--- src/rtl/controle_tiros.sv ---
// Shot-resolution and board-storage controller: per-player occupancy maps, shot histories,
// life counters, and arbitration between the placement and shot requesters.
module controle_tiros #(
  parameter int unsigned BOARD_DIM = 10,
  parameter int unsigned COORD_W   = 4,
  parameter int unsigned VIDA_W    = 4
) (
  input  logic               clk,
  input  logic               reset,
  input  logic               enable,
  input  logic               clear,
  input  logic               place_valid,
  input  logic               place_player,
  input  logic [COORD_W-1:0] place_x,
  input  logic [COORD_W-1:0] place_y,
  output logic               place_ready,
  output logic               place_err,
  input  logic               shot_valid,
  input  logic               shot_player,
  input  logic [COORD_W-1:0] shot_x,
  input  logic [COORD_W-1:0] shot_y,
  output logic               shot_ready,
  output logic               res_valid,
  output logic               acertou_tiro,
  output logic               repetido,
  output logic [VIDA_W-1:0]  qtd_P1,
  output logic [VIDA_W-1:0]  qtd_P2,
  output logic               fim_jogo
);

  localparam int unsigned Cells = BOARD_DIM * BOARD_DIM;
  localparam int unsigned IdxW  = (Cells > 1) ? $clog2(Cells) : 1;
  localparam int unsigned MulW  = IdxW + COORD_W;
  localparam logic [COORD_W:0]  DimC    = (COORD_W + 1)'(BOARD_DIM);
  localparam logic [VIDA_W-1:0] VidaMax = '1;

  typedef enum logic [1:0] {StIdle, StLookup, StRespond} state_e;

  state_e state_q, state_d;

  logic [1:0][Cells-1:0]  occ_q, hist_q;
  logic [1:0][VIDA_W-1:0] qtd_q;
  logic                   armed_q, fim_q;
  logic                   pl_q;
  logic [COORD_W-1:0]     x_q, y_q;
  logic                   rng_q, occ_bit_q, hist_bit_q;
  logic                   res_valid_q, acertou_q, repetido_q, place_err_q;

  logic            place_fire, shot_fire;
  logic            place_rng, shot_rng;
  logic [IdxW-1:0] place_idx, shot_idx;
  logic            tgt;

  function automatic logic in_range(input logic [COORD_W-1:0] x, input logic [COORD_W-1:0] y);
    return ({1'b0, x} < DimC) && ({1'b0, y} < DimC);
  endfunction

  function automatic logic [IdxW-1:0] cell_idx(input logic [COORD_W-1:0] x,
                                               input logic [COORD_W-1:0] y);
    logic [MulW-1:0] p;
    p = MulW'(y) * MulW'(BOARD_DIM) + MulW'(x);
    return p[IdxW-1:0];
  endfunction

  assign place_rng = in_range(place_x, place_y);
  assign place_idx = cell_idx(place_x, place_y);
  assign shot_rng  = in_range(x_q, y_q);
  assign shot_idx  = cell_idx(x_q, y_q);
  // The shooter fires at the opponent's board.
  assign tgt       = ~pl_q;

  assign place_fire = place_valid & place_ready;
  assign shot_fire  = shot_valid & shot_ready;

  always_ff @(posedge clk or posedge reset) begin
    if (reset) begin
      state_q <= StIdle;
    end else if (clear) begin
      state_q <= StIdle;
    end else begin
      state_q <= state_d;
    end
  end

  always_comb begin
    state_d = state_q;
    unique case (state_q)
      StIdle:    if (shot_fire) state_d = StLookup;
      StLookup:  if (enable) state_d = StRespond;
      StRespond: if (enable) state_d = StIdle;
      default:   state_d = StIdle;
    endcase
  end

  always_comb begin
    place_ready = enable & (state_q == StIdle) & ~armed_q;
    shot_ready  = enable & (state_q == StIdle) & ~fim_q & ~place_valid;
  end

  always_ff @(posedge clk or posedge reset) begin
    if (reset) begin
      occ_q       <= '0;
      hist_q      <= '0;
      qtd_q       <= '0;
      armed_q     <= 1'b0;
      fim_q       <= 1'b0;
      pl_q        <= 1'b0;
      x_q         <= '0;
      y_q         <= '0;
      rng_q       <= 1'b0;
      occ_bit_q   <= 1'b0;
      hist_bit_q  <= 1'b0;
      res_valid_q <= 1'b0;
      acertou_q   <= 1'b0;
      repetido_q  <= 1'b0;
      place_err_q <= 1'b0;
    end else if (clear) begin
      occ_q       <= '0;
      hist_q      <= '0;
      qtd_q       <= '0;
      armed_q     <= 1'b0;
      fim_q       <= 1'b0;
      pl_q        <= 1'b0;
      x_q         <= '0;
      y_q         <= '0;
      rng_q       <= 1'b0;
      occ_bit_q   <= 1'b0;
      hist_bit_q  <= 1'b0;
      res_valid_q <= 1'b0;
      acertou_q   <= 1'b0;
      repetido_q  <= 1'b0;
      place_err_q <= 1'b0;
    end else begin
      // Result and error outputs are single-cycle pulses.
      res_valid_q <= 1'b0;
      acertou_q   <= 1'b0;
      repetido_q  <= 1'b0;
      place_err_q <= 1'b0;
      if (enable) begin
        fim_q <= armed_q & ((qtd_q[0] == '0) | (qtd_q[1] == '0));
        if (place_fire) begin
          if (!place_rng || occ_q[place_player][place_idx] || qtd_q[place_player] == VidaMax) begin
            place_err_q <= 1'b1;
          end else begin
            occ_q[place_player][place_idx] <= 1'b1;
            qtd_q[place_player]            <= qtd_q[place_player] + 1'b1;
          end
        end
        if (shot_fire) begin
          pl_q    <= shot_player;
          x_q     <= shot_x;
          y_q     <= shot_y;
          armed_q <= 1'b1;
        end
        if (state_q == StLookup) begin
          rng_q      <= shot_rng;
          occ_bit_q  <= shot_rng & occ_q[tgt][shot_idx];
          hist_bit_q <= shot_rng & hist_q[tgt][shot_idx];
        end
        if (state_q == StRespond) begin
          res_valid_q <= 1'b1;
          if (!rng_q || hist_bit_q) begin
            repetido_q <= 1'b1;
          end else begin
            hist_q[tgt][shot_idx] <= 1'b1;
            acertou_q             <= occ_bit_q;
            if (occ_bit_q) begin
              occ_q[tgt][shot_idx] <= 1'b0;
              qtd_q[tgt]           <= qtd_q[tgt] - 1'b1;
            end
          end
        end
      end
    end
  end

  assign place_err    = place_err_q;
  assign res_valid    = res_valid_q;
  assign acertou_tiro = acertou_q;
  assign repetido     = repetido_q;
  assign qtd_P1       = qtd_q[0];
  assign qtd_P2       = qtd_q[1];
  assign fim_jogo     = fim_q;

endmodule
--- config.mk ---
export PLATFORM = sky130hd
export DESIGN_NAME = controle_tiros
export DESIGN_NICKNAME = d
export VERILOG_FILES = /design/src/rtl/controle_tiros.sv
export SDC_FILE = /design/constraint.sdc
export NUM_CORES = 1
export LEC_CHECK = 0
export ABC_AREA = 0
export ABC_CLOCK_PERIOD_IN_PS = 19100
export CORE_UTILIZATION = 30
export CTS_CLUSTER_SIZE = 40
export DETAILED_ROUTE_END_ITERATION = 8
export PLACE_DENSITY_LB_ADDON = 0.3
export SYNTH_ARGS = -nofsm -noshare
export SYNTH_HDL_FRONTEND = slang
export SYNTH_SLANG_ARGS = --single-unit
--- constraint.sdc ---
create_clock -name clk -period 19.1 [get_ports clk]
set_input_delay 2.865 -clock clk [delete_from_list [all_inputs] [get_ports clk]]
set_output_delay 2.865 -clock clk [all_outputs]
set_load 0.02 [all_outputs]
After elaboration in Yosys (flattened, before gate mapping)
Cells that the tools add are included.
Widths: inputs -> output; s select.
- register bits after elaboration: 428
- latch bits: 0
- bits in writable memories: 0
- memory bits (read-only): 0
- input bits: 24
- output and inout bits: 15
- memories kept: 0
- $add $sub $neg: 4
- $mul: 2
- divide/modulo/power cells: 0
- magnitude comparators: 12
- equal/unequal tests: 7
- shifts and indexed selects: 0
- multiplexer cells: 95
- bitwise operators: 18
- reduce and logical (&&, ||, !) cells: 22
- operators with widths (cell ; count):
    $mux 200 ; 13
    $mux 100 ; 8
    $or 200x200->200 ; 2
    $and 200x200->200 ; 1
    $demux 100 s1 ; 2
    $not 200->200 ; 1
    $mux 8 ; 9
    $mux 4 ; 12
    $mux 1 ; 37
    $bmux 1 s7 ; 3
    $bwmux 8 ; 2
    $lt 4x4->1 const B ; 4
    $lt 7x8->1 const B ; 2
    $add 7x4->7 ; 2
    $demux 1 s7 ; 2
    $ge 7x1->1 const B ; 2
    $mul 4x3->6 const B ; 2
    $and 1x1->1 ; 9
    $ne 3x3->1 const B ; 3
    $demux 4 s1 ; 2
    $logic_not 4->1 ; 2
    $mux 2 ; 4
    $reduce_bool 2->1 ; 4
    $logic_and 1x1->1 ; 6
    other kinds (16) ; 26

Depth between registers and ports, before layout
Gate-level depths: netlist (run 1).
- word-level depth: 19
- gate-level depth with buffers: 15
- depth with buffers taken out: 12

Least setup slack after synthesis (run 1)
OpenSTA, ideal clock, no wires.
- kind: input-to-output
- start point: in place_valid
- end point: out shot_ready
- arrival time: 3652 ps
- data required time: 16235 ps
- setup slack: 12583 ps
- stages on the path: 1
- path buffers: 0
- path through: nor4_1
- word-level cells in the longest chain between the ends: 2
- ends and longest elaborated chain (item ; line ; RTL):
    start: declaration ; 12 ; input logic place_valid,
    $not 1->1 ; 97 ; shot_ready = enable & (state_q == StIdle) & ~fim_q & ~place_valid;
    $and 1x1->1 ; 97 ;
    end: declaration ; 22 ; output logic shot_ready,
Every way passes these cells.

Worst setup path in the final report (run 1)
- start point: in enable
- end point: out place_ready
- word-level cells in the longest chain between the ends: 2
- ends and longest elaborated chain (item ; line ; RTL):
    start: declaration ; 10 ; input logic enable,
    $and 1x1->1 (2 in a row) ; 96 ; place_ready = enable & (state_q == StIdle) & ~armed_q;
    end: declaration ; 16 ; output logic place_ready,
Every way passes these cells.

==> impl_metrics.env, run 1 <==
export IMPL_rows=105
export IMPL_synthAdderAreaFrac_pct=1.08
export IMPL_ctsLongestPathBuffers=3
export IMPL_drt_pass1_iter_count=9
export IMPL_rsz0062_at_grt="false"
export IMPL_synthMuxAreaShare_pct=14.9
export IMPL_required_ns=16.23
export IMPL_floorplan_die_area_sq_um=84100
export IMPL_netlist_area_sq_um=24900
export IMPL_area_growth_pct=10.8
export IMPL_core_sq_um=82100
export IMPL_yosys_area_share_simple_pct=14.5
export IMPL_route_detailed_drc=0
export IMPL_grt_max_degree=104
export IMPL_hp_class="reg -> reg"
export IMPL_die_y_um=290
export IMPL_outcome="finished, final reports clean"
export IMPL_ys_flop_type="dfrtp_1"
export IMPL_fmax_mhz=128
export IMPL_clock_power_share_pct=44.9
export IMPL_pin_count=39
export IMPL_hold_slack_ns=0.491
export IMPL_slowest_delay_ns=0.81
export IMPL_synthCells=2623
export IMPL_period_needed_ns=7.81
export IMPL_peakVddDrop_uv=55.2
export IMPL_setup_worst_path_start_class="primary input"
export IMPL_ys_types=70
export IMPL_synth_avg_cell_area_sq_um=9.48
export IMPL_setup_viol=0
export IMPL_yosysSeqAreaShare_pct=43.1
export IMPL_seqPwrFrac_pct=42.6
export IMPL_cts_tree="done"
export IMPL_slew_headroom_pct=15.3
export IMPL_synth_edff_count=0
export IMPL_drtIter0Drc=3034
export IMPL_p_sw_share_pct=28.2
export IMPL_drv_cap=0
export IMPL_wl_per_cell_um=26.1
export IMPL_ys_warn_count=0
export IMPL_cts_setup_buffers=0
export IMPL_vias=22400
export IMPL_setup_tns_ns=0
export IMPL_cts_max_level=2
export IMPL_intPower_w=0.00154
export IMPL_async_flop_share_pct=100
export IMPL_synth_top_family_by_area="compound AO/OA/AOI/OAI gates"
export IMPL_hold_viol=0
export IMPL_drive_above_1_share_pct=10.9
export IMPL_grt_overflow_total=0
export IMPL_crit_chain="clkdlybuf4s50_1, nand2b_1, nor3_1, clkdlybuf4s50_1"
export IMPL_synth_compound_area_share_pct=20.8
export IMPL_ctsHoldBuffers=0
export IMPL_grt_use_total_pct=22.0
export IMPL_first_global_vias=21600
export IMPL_cts_buffers=47
export IMPL_tightest_slew_ns=1.27
export IMPL_clock_latency_ns=0.61
export IMPL_clock_sinks=428
export IMPL_final_nets=2563
export IMPL_cts_resized=0
export IMPL_cpMaxStageDelayCell="clkdlybuf4s50_1"
export IMPL_cp_common_cell="clkdlybuf4s50_1"
export IMPL_crit_fanout=13
export IMPL_powerDensity_nw_per_um2=77.8
export IMPL_switchingPower_w=0.000606
export IMPL_p_comb_share_pct=12.6
export IMPL_synth_nets=2666
export IMPL_io_buffers=38
export IMPL_period_share_pct=40.9
export IMPL_cp_arrival_ns=4.95
export IMPL_ys_seq_elements=428
export IMPL_gp_congestion=0.918
export IMPL_grt_pass1_wl_um=142000
export IMPL_clkSlewWorstSetupHoldPaths_ns=0.06
export IMPL_root_buffer="clkbuf_16"
export IMPL_dp_hpwl_um=57800
export IMPL_p_leak_nw=11.3
export IMPL_via_per_inst=6.16
export IMPL_start_util_pct=30.3
export IMPL_die_w_um=290
export IMPL_totalWireLength_um=94500
export IMPL_cp_end_kind="output port"
export IMPL_skew_ns=0.0289
export IMPL_path_class="in -> out"
export IMPL_n_antenna_cell=0
export IMPL_synth_xor_area_share_pct=0.669
export IMPL_final_max_slew_violation_count=0
export IMPL_antenna_found_initial=0
export IMPL_postRouteAntennaNets=0
[Yosys cell counts (all sizes together) (8+ instances only)]
cell | number | area [sq um]
o21ai | 197 | 990
nand4 | 21 | 131
a22oi | 33 | 248
ha | 15 | 188
dfrtp | 428 | 10700
xnor2 | 12 | 105
mux2 | 12 | 135
nand3b | 8 | 60.1
nor3 | 29 | 145
a21oi | 238 | 1190
nand2 | 264 | 998
a221oi | 20 | 175
nor2 | 466 | 1750
mux2i | 145 | 1450
and3 | 8 | 55.1
buf | 72 | 499
inv | 21 | 78.8
clkbuf | 175 | 657
a32o | 181 | 1810
o22ai | 40 | 250
o211ai | 11 | 87.6
nand3 | 25 | 125
mux4 | 94 | 2120
or2 | 8 | 50.1
[routing by layer]
| metal | wire, um | vias up | track usage [%] |
|---|---|---|---|
| li1 | - | 9457 | - |
| met1 | 38400 | 11400 | 29.5 |
| met2 | 43200 | 1248 | 34.3 |
| met3 | 8500 | 269 | 4.07 |
| met4 | 4500 | 0 | 10.3 |
| met5 | 0 | - | 0 |
[placed cells by master, fill, tap and decap left out, drive strengths merged, types with 6 or more instances in the layout]
cell           instances
nor2                 466
a32o                 181
clkbuf                66
o311ai                 7
xnor2                 12
dfrtp                428
nand4                 21
xor2                   7
mux4                  94
nor4                   7
clkdlybuf4s50         35
mux2i                145
buf                   60
nor3                  29
a22oi                 33
a21oi                238
nand3b                 8
a221oi                20
ha                    15
and3                   8
or2                    8
clkinv                11
nand2                264
o21ai                197
o211ai                11
mux2                  12
o22ai                 40
nand2b                 6
nand3                 25
inv                   22
[sequential cells by signal, summed over array words and instances (netlist names), 2 cells and up]
signal,count
hist_q,200
occ_q,200
qtd_P1,4
qtd_P2,4
state_q,2
x_q,4
y_q,4
[final cells by class]
cell class / count / area, sq um
Clock buffer: 66 / 1360
Clock inverter: 20 / 239
Fill cell: 8298 / 54600
Inverter: 22 / 90.1
Multi-Input combinational cell: 1926 / 13000
Sequential cell: 428 / 10700
Tap cell: 1070 / 1340
Timing Repair Buffer: 95 / 802
[cells by family after synthesis]
| logic type | Yosys count |
|---|---|
| AO/OA/AOI/OAI | 768 |
| XOR/XNOR | 19 |
| adder cells (fa/ha/maj) | 19 |
| buffers and inverters | 269 |
| flip-flops | 428 |
| multiplexers | 251 |
| AND/OR/NAND/NOR | 869 |
[worst max-delay path: cells and delay by family]
kind	cells	cell delay [ns]
AND/OR/NAND/NOR	2	0.57
buffers and inverters	2	1.51
[per-stage QoR]
stage | setup WS [ns] | instance area [sq um] | util [%] | total power (W) | std cells
floorplan | 4.32 | 24900 | - | 0.00111 | 2623
global placement | 11.09 | 25900 | 31.6 | 0.00119 | 3541
detailed placement | 11.03 | 25900 | 31.6 | 0.00119 | 3541
CTS | 11.25 | 27500 | 33.5 | 0.00215 | 3627
global route | 11.20 | 27500 | 33.5 | 0.00221 | 3627
finish | 11.29 | 27500 | 33.5 | 0.00214 | 3627
[power groups by stage]
stage / logic (W) / clock network (W) / registers (W)
final: 0.000270 / 0.000962 / 0.000912
after global routing: 0.000287 / 0.00101 / 0.000912
after detailed placement: 0.000264 / 0 / 0.000929
after floorplan: 0.000180 / 0 / 0.000927
after global placement: 0.000259 / 0 / 0.000929
after CTS: 0.000265 / 0.000976 / 0.000912
[path summary, 6_finish.rpt]
path / from / endpoint / slack, ns / cells past startpoint
max: enable / place_ready / 11.29 / 4
min: hist_q[95]$_DFFE_PP0P_ / hist_q[95]$_DFFE_PP0P_ / 0.49 / 2
max reg2reg: y_q[0]$_DFFE_PP0P_ / occ_q[54]$_DFFE_PP0P_ / 14.24 / 10
min reg2reg: hist_q[95]$_DFFE_PP0P_ / hist_q[95]$_DFFE_PP0P_ / 0.49 / 2
max in group asynchronous: reset / hist_q[150]$_DFFE_PP0P_ / 13.23 / 5
min in group asynchronous: reset / occ_q[60]$_DFFE_PP0P_ / 2.79 / 2
(Power assumes the default switching activity.)
==> inputs of run 2 (changes only) <==
--- a/config.mk
+++ b/config.mk
@@ -6,7 +6,7 @@
 export NUM_CORES = 1
 export LEC_CHECK = 0
 export ABC_AREA = 0
-export ABC_CLOCK_PERIOD_IN_PS = 19100
+export ABC_CLOCK_PERIOD_IN_PS = 7700
 export CORE_UTILIZATION = 30
 export CTS_CLUSTER_SIZE = 40
 export DETAILED_ROUTE_END_ITERATION = 8
==> constraint.sdc (replaced) <==
create_clock -name clk -period 7.7 [get_ports clk]
set_input_delay 1.155 -clock clk [delete_from_list [all_inputs] [get_ports clk]]
set_output_delay 1.155 -clock clk [all_outputs]
set_load 0.02 [all_outputs]
==> impl_metrics.env, run 2 (same netlist as run 1, synthesis figures left out) <==
export IMPL_period_needed_ns=5.34
export IMPL_clock_latency_ns=0.63
export IMPL_hold_viol=0
export IMPL_grt_use_total_pct=21.8
export IMPL_instances_no_fill=3628
export IMPL_floorplan_die_area_sq_um=84100
export IMPL_area_growth_pct=11.0
export IMPL_gp_congestion=0.925
export IMPL_fin_util_pct=33.6
export IMPL_cts_resized=0
export IMPL_core_sq_um=82100
export IMPL_layout_common_cells="458 x nor2_1, 426 x dfrtp_1, 263 x nand2_1"
export IMPL_die_y_um=290
export IMPL_path_class="in -> reg"
export IMPL_timing_rr_start="x_q[1]$_DFFE_PP0P_"
export IMPL_pin_count=39
export IMPL_grt_pass1_wl_um=141000
export IMPL_slew_headroom_pct=11.1
export IMPL_crit_fanout=60
export IMPL_reg_top3="hist_q x200, occ_q x200"
export IMPL_antenna_found_initial=2
export IMPL_critPathLaunch="place_y[1]"
export IMPL_cp_common_cell="ha_1"
export IMPL_rows=105
export IMPL_cts_buffers=47
export IMPL_layout_commonest_cell="nor2_1"
export IMPL_final_max_slew_violation_count=0
export IMPL_totalWireLength_um=93800
export IMPL_ctsHoldBuffers=0
export IMPL_peakVddDrop_uv=142
export IMPL_route_detailed_drc=0
export IMPL_setup_worst_path_start_class="primary input"
export IMPL_io_buffers=38
export IMPL_drive_above_1_share_pct=10.5
export IMPL_dp_hpwl_um=57600
export IMPL_drt_pass1_iter_count=6
export IMPL_first_global_vias=21800
export IMPL_p_leak_nw=11.3
export IMPL_setup_tns_ns=0
export IMPL_die_w_um=290
export IMPL_cts_setup_buffers=0
export IMPL_final_nets=2562
export IMPL_postRouteAntennaNets=0
export IMPL_drtIter0Drc=2884
export IMPL_dpl_instance_area_sq_um=26000
export IMPL_cp_buffers_inverters=4
export IMPL_cts_tree="done"
export IMPL_required_ns=8.23
export IMPL_drv_cap=0
export IMPL_grt_overflow_total=0
export IMPL_slowest_delay_ns=0.88
export IMPL_grt_max_degree=184
export IMPL_powerDensity_nw_per_um2=193
export IMPL_fmax_mhz=187
export IMPL_crit_family="simple AND/OR/NAND/NOR gates"
export IMPL_outcome="finished, final reports clean"
export IMPL_hp_class="reg -> reg"
export IMPL_vias=22300
export IMPL_wl_per_cell_um=25.9
export IMPL_num_fill_cells=8205
export IMPL_rsz0062_at_grt="false"
export IMPL_skew_ns=0.0374
export IMPL_cts_max_level=2
export IMPL_tightest_slew_ns=1.33
export IMPL_cp_arrival_ns=5.87
export IMPL_crit_chain="clkdlybuf4s50_1, ha_1, ha_1, inv_1, fa_1, nor2b_1, nor3_1, o21ai_0, o21bai_1, buf_4, or2_2, o311ai_2, nor2_4, buf_12, a32o_1"
export IMPL_ctsLongestPathBuffers=3
export IMPL_setup_viol=0
export IMPL_design_area_sq_um=27600
export IMPL_root_buffer="clkbuf_16"
export IMPL_period_share_pct=69.4
export IMPL_cp_end_kind="flip-flop"
export IMPL_via_per_inst=6.15
export IMPL_clkSlewWorstSetupHoldPaths_ns=0.06
export IMPL_min_delay_start="hist_q[70]$_DFFE_PP0P_"
export IMPL_clock_sinks=428
export IMPL_placedCellCount=3540
export IMPL_start_util_pct=30.3
export IMPL_hold_slack_ns=0.491
export IMPL_cpMaxStageDelayCell="nor2_4"
[run 2: cell count changes in the layout (fill, tap and decap cells not counted), moves of 3 or more]
cell	change
clkbuf_8	-3
clkinvlp_4	-3
buf_4	-6
clkbuf_1	+10
buf_12	+5
clkinv_2	-5
[run 2: cell type report]
type                            count  area [sq um]  share of cell area (%)
Clock inverter                     11           195                   0.707
Tap cell                         1070          1340                    4.85
Sequential cell                   428         10700                    38.8
Clock buffer                       75          1400                    5.08
Inverter                           22          86.3                   0.313
Timing Repair Buffer               94           857                    3.10
Multi-Input combinational cell   1926         13000                    47.1
Antenna cell                        2          5.00                  0.0181
[run 2: layer usage]
layer	GRT usage, %	vias up	part of all wire, %
met5	0	-	0
met4	10.3	0	4.6
met3	4.56	254	9.0
met2	34.2	1229	46
met1	28.8	11400	40
li1	-	9431	-
[run 2: report_power, final]
group	internal, W	switching, W
combinational	0.000169	0.000495
clock	0.00142	0.000981
sequential	0.00225	0.0000126
total	0.00384	0.00149
[run 2: final timing paths]
check	endpoint	slack (ns)	cells after the start
min reg2reg	hist_q[70]$_DFFE_PP0P_	0.49	2
max reg2reg	occ_q[141]$_DFFE_PP0P_	3.04	8
max in group asynchronous	pl_q$_DFFE_PP0P_	4.94	4
min	hist_q[70]$_DFFE_PP0P_	0.49	2
max	occ_q[174]$_DFFE_PP0P_	2.36	15
min in group asynchronous	occ_q[161]$_DFFE_PP0P_	1.04	2
[run 2: through the flow]
stage                     power, W  worst slack, ns
after detailed placement   0.00296             1.85
after global routing       0.00549             2.12
after floorplan            0.00275            0.768
final                      0.00533             2.36
after CTS                  0.00535             2.48
after global placement     0.00294             1.94
[run 2: worst min-delay path: stages (launching register included)]
cell	delay, ns
dfrtp_1	0.34
a21oi_1	0.04
nor2_1	0.07
